File: config.mk
export PLATFORM = sky130hd
export DESIGN_NAME = pa_pg_after_timing_adapter
export DESIGN_NICKNAME = d
export VERILOG_FILES = /design/src/rtl/pa_pg_after_timing_adapter.sv
export SDC_FILE = /design/constraint.sdc
export NUM_CORES = 1
export LEC_CHECK = 0
export CORE_AREA = 3 3 69 64
export DETAILED_ROUTE_END_ITERATION = 8
export DIE_AREA = 0 0 72 67
export GPL_TIMING_DRIVEN = 0
export HOLD_SLACK_MARGIN = 0.1
export PLACE_DENSITY = 0.68
export SLEW_MARGIN = 10
export SYNTH_ARGS = -nofsm -noshare
export SYNTH_HDL_FRONTEND = slang
export SYNTH_SLANG_ARGS = --single-unit
File: constraint.sdc
create_clock -name clk -period 2.9 [get_ports clk]
set_input_delay 0.29 -clock clk [delete_from_list [all_inputs] [get_ports clk]]
set_output_delay 0.29 -clock clk [all_outputs]
set_load 0.01 [all_outputs]
File: src/rtl/pa_pg_after_timing_adapter.sv
// Avalon-ST timing adapter: re-times a ready-latency-N source onto a ready-latency-0 sink
// through a small first-word-fall-through FIFO with overflow detection.
module pa_pg_after_timing_adapter #(
  parameter int DATA_W        = 2,
  parameter int DEPTH         = 4,
  parameter int READY_LATENCY = 1,
  parameter int CNT_W         = 16
) (
  input  logic                     clk,
  input  logic                     reset_n,
  input  logic [DATA_W-1:0]        in_data,
  input  logic                     in_valid,
  output logic                     in_ready,
  output logic [DATA_W-1:0]        out_data,
  output logic                     out_valid,
  input  logic                     out_ready,
  output logic [$clog2(DEPTH):0]   fill_level,
  output logic                     overflow,
  output logic [CNT_W-1:0]         drop_count
);

  localparam int PW = $clog2(DEPTH);
  localparam int OW = PW + 1;
  localparam int SW = OW + 2;
  localparam logic [OW-1:0] DEPTH_L = OW'(DEPTH);

  if (DEPTH < 2 || (DEPTH & (DEPTH - 1)) != 0 || READY_LATENCY < 0 ||
      READY_LATENCY > 3 || DEPTH < READY_LATENCY + 1) begin : g_param_check
    $error("pa_pg_after_timing_adapter: illegal DEPTH/READY_LATENCY combination");
  end

  logic [DATA_W-1:0] mem_q [DEPTH];
  logic [PW-1:0]     wr_ptr_q, wr_ptr_d;
  logic [PW-1:0]     rd_ptr_q, rd_ptr_d;
  logic [OW-1:0]     occ_q, occ_d;
  logic              in_ready_q, in_ready_d;
  logic              overflow_q, overflow_d;
  logic [CNT_W-1:0]  drop_cnt_q, drop_cnt_d;
  logic [SW-1:0]     inflight_d;
  logic              push, pop, drop;

  // Grants still able to deliver a beat after this cycle: the grant issued now plus
  // every older grant except the one whose latency window closes this cycle.
  if (READY_LATENCY > 0) begin : g_rhist
    logic [READY_LATENCY-1:0] rhist_q, rhist_d;

    always_comb begin
      rhist_d    = (rhist_q << 1) | READY_LATENCY'(in_ready_q);
      inflight_d = SW'(in_ready_q);
      for (int i = 0; i < READY_LATENCY; i++) begin
        inflight_d = inflight_d + SW'(rhist_q[i]);
      end
      inflight_d = inflight_d - SW'(rhist_q[READY_LATENCY-1]);
    end

    always_ff @(posedge clk) begin
      if (!reset_n) rhist_q <= '0;
      else          rhist_q <= rhist_d;
    end
  end else begin : g_no_rhist
    assign inflight_d = '0;
  end

  // NOTE: every signal written here gets a value before any branch, so no latch is inferred.
  always_comb begin
    pop        = (occ_q != '0) && out_ready;
    push       = in_valid && ((occ_q < DEPTH_L) || pop);
    drop       = in_valid && !push;
    occ_d      = occ_q + OW'(push) - OW'(pop);
    wr_ptr_d   = push ? wr_ptr_q + PW'(1) : wr_ptr_q;
    rd_ptr_d   = pop  ? rd_ptr_q + PW'(1) : rd_ptr_q;
    in_ready_d = (SW'(occ_d) + inflight_d) < SW'(DEPTH);
    overflow_d = overflow_q | drop;
    drop_cnt_d = drop_cnt_q;
    if (drop && (drop_cnt_q != '1)) begin
      drop_cnt_d = drop_cnt_q + CNT_W'(1);
    end
  end

  // NOTE: state flops use non-blocking assignments so all registers update from pre-edge values.
  always_ff @(posedge clk) begin
    if (!reset_n) begin
      wr_ptr_q   <= '0;
      rd_ptr_q   <= '0;
      occ_q      <= '0;
      in_ready_q <= 1'b0;
      overflow_q <= 1'b0;
      drop_cnt_q <= '0;
    end else begin
      wr_ptr_q   <= wr_ptr_d;
      rd_ptr_q   <= rd_ptr_d;
      occ_q      <= occ_d;
      in_ready_q <= in_ready_d;
      overflow_q <= overflow_d;
      drop_cnt_q <= drop_cnt_d;
    end
  end

  // NOTE: payload storage is not reset; occupancy alone decides what is valid.
  always_ff @(posedge clk) begin
    if (push) mem_q[wr_ptr_q] <= in_data;
  end

  assign in_ready   = in_ready_q;
  assign out_data   = mem_q[rd_ptr_q];
  assign out_valid  = (occ_q != '0);
  assign fill_level = occ_q;
  assign overflow   = overflow_q;
  assign drop_count = drop_cnt_q;

endmodule

==> results of run 1 <==
-- report_power, final --
part | internal (µW) | leakage (µW) | switching, µW
combinational | 176 | 0.000399 | 137
clock | 168 | 0.0000412 | 167
sequential | 553 | 0.000293 | 48.0
-- layout make-up --
| type | instances | area share |
|---|---|---|
| multi-input combinational | 115 | 0.389 |
| sequential | 35 | 0.373 |
| timing repair buffer | 29 | 0.139 |
| clock buffer | 6 | 0.0347 |
| tap | 46 | 0.0275 |
| buffer | 5 | 0.0185 |
| inverter | 7 | 0.0126 |
| clock inverter | 2 | 0.00598 |
-- worst reg2reg max path, cell delays in order (launching register included) --
cell,delay [ps]
dfxtp_1,490
or2b_1,300
and2_1,210
inv_1,90
ha_1,230
inv_1,50
ha_1,130
inv_1,50
fa_1,370
xor2_1,160
xnor2_1,200
o21ai_0,120
nor2_1,90
-- sequential cells by signal (all words and copies together), names as in the netlist, named ones only --
register    count
fill_level      3
overflow        1
drop_count     16
mem_q           8
rd_ptr_q        2
in_ready        1
wr_ptr_q        2
-- final timing paths --
check | cells past startpoint | endpoint | startpoint | slack (ps)
worst min register to register | 2 | overflow | overflow | 480
worst max register to register | 12 | in_ready | fill_level[2] | 360
worst max-delay path | 12 | in_ready | fill_level[2] | 360
worst min-delay path | 2 | overflow | overflow | 480
-- layer usage --
metal	wire, µm	up-vias	GRT usage
li1	-	672	-
met1	1490	648	0.178
met2	1660	36	0.260
met3	169	4	0.0437
met4	33	0	0.0493
met5	0	-	0
-- through the flow --
stage / worst slack [ps] / cells / hold slack, ps / util
5_1_grt: 144 / 245 / 502 / 0.557
3_3_place_gp: 171 / 237 / 449 / 0.534
6_report: 360 / 245 / 477 / 0.557
2_1_floorplan: 537 / 162 / 389 / -
3_5_place_dp: 74.9 / 237 / 468 / 0.534
4_1_cts: 330 / 245 / 484 / 0.557
-- cell families (layout without fill, tap and decap cells) --
| logic type | count (synthesis) | count (layout) |
|---|---|---|
| AO/OA/AOI/OAI | 27 | 27 |
| XOR/XNOR | 5 | 5 |
| adder cells (fa/ha/maj) | 8 | 8 |
| buffers and inverters | 12 | 49 |
| flip-flops | 35 | 35 |
| multiplexers | 6 | 6 |
| AND/OR/NAND/NOR | 69 | 69 |
-- cell usage after synthesis (all sizes together) --
master	count	area, µm²
a21oi	12	60.1
and2	2	12.5
and3	5	32.5
and3b	1	10.0
and4	4	36.3
buf	2	22.5
clkbuf	2	7.51
dfxtp	27	541
dlygate4sd1	1	8.76
edfxtp	8	240
fa	1	20.0
ha	7	87.6
inv	7	26.3
mux2i	4	40.0
mux4	2	45.0
nand2	13	48.8
nand2b	4	25.0
nand3	6	30.0
nand3b	2	27.5
nand4	5	31.3
nor2	10	37.5
nor4	4	25.0
o21ai	6	30.0
o311ai	1	8.76
o31a	1	10.0
o31ai	6	45.0
o41ai	1	8.76
or2b	1	7.51
or3	6	40.0
or4	6	50.1
xnor2	3	26.3
xor2	2	17.5
==> impl_metrics.ini, run 1 <==
[outcome]
status = finished clean

[critical_path]
cp_max_fo = 7
path_buf_inv = 3
cpMostUsedCell = inv_1
crit_path_cell_trace = or2b_1, and2_1, inv_1, ha_1, inv_1, ha_1, inv_1, fa_1, xor2_1, xnor2_1, o21ai_0, nor2_1
start_kind = register
end_kind = register
critPathKind = reg2reg
crit_family = adder cells
critical-path-max-stage-delay_ps = 490
required_ps = 3120
arrival_ps = 2760
cp_slowest_cell = dfxtp_1

[clocking]
cts-resized-gates = 0
hold_buffers = 0
htree_num_levels = 2
clock_latency_ps = 280
post_cts_buffers = 0
numCtsBuffers = 5
cts_root_buf = clkbuf_8
clkTransAtPathRegs_ps = 70
cts_tree = built
clockBufferDepth = 2
clock_sinks = 35

[placement]
place_area_mm2 = 0.00201
numPortBuffers = 29
hpwl_um = 2510
place_congestion = 0.786

[final_layout]
register_area_um2 = 781
fillers = 339
finalNetCount = 212
drive_gt1_frac = 0.101
layout_commonest_cell = clkdlybuf4s50_1
multi_input_area_um2 = 813
area_delta_synth_final_pct = 26.1
n_antenna_cell = 0
final_area_mm2 = 0.00209
final_cell_mix = 29 x clkdlybuf4s50_1, 27 x dfxtp_1, 13 x nand2_1

[drt]
via_per_inst = 5.55
ant_nets = 0
routedWlPerCell_um = 13.7
num_vias = 1360
drc = 0
initialDrtViolationCount = 76
first_pass_iters = 4
wl_um = 3360

[timing]
fmax_mhz = 394
finalHoldViolCount = 0
slew_viol_final = 0
period_share = 0.876
setup_viol = 0
slew_headroom = 0.698
rsz0062_at_grt = false
tns_ps = 0
fin_skew_ps = 3.04
finalCriticalPeriod_ps = 2540
tightest_slew_ps = 453

[power_and_ir_drop]
power_uw = 1250
leakagePower_uw = 0.000733
ir_worst_vdd_mv = 0.273
p_per_area_mw_per_mm2 = 597

[logic_synthesis]
synth_cell_type_count = 38
synth_adder_area_share = 0.0649
synth.area.mux_share = 0.0513
synth_warnings = 0
synth_xor_xnor_area_share = 0.0264
synth_top_family_by_area = simple AND/OR/NAND/NOR gates
synth_seq_cells = 35
synth_cells = 162
yosysSeqAreaShare = 0.471
syn_area_mm2 = 0.00166
synth_compound_area_frac = 0.0980
synth-simple-area-share = 0.250
synth.avg_cell_area_um2 = 10.2
syn-num-nets = 176

[global_route]
grt_pass1_vias = 1249
grt_max_degree = 12
grt_overflow_total = 0
grt_pass1_wl_um = 5590
grt.total_usage = 0.150
antenna_found_initial = 0

[job]
maxCapViolCount = 0

[floorplan]
die_w_um = 72
io_pins = 30
die-height_um = 67
die_area_mm2 = 0.00482
coreArea_mm2 = 0.00376
rows = 21
initial_core_util = 0.442

[min_path]
hold_class = reg2reg
Power figures use the tool's default switching activity.
==> run 2: changes to the inputs <==
Settings changed: HOLD_SLACK_MARGIN 0.1 to 0.15.
==> results of run 2 <==
The final DEF is identical to that of run 1; final timing and power are the same.
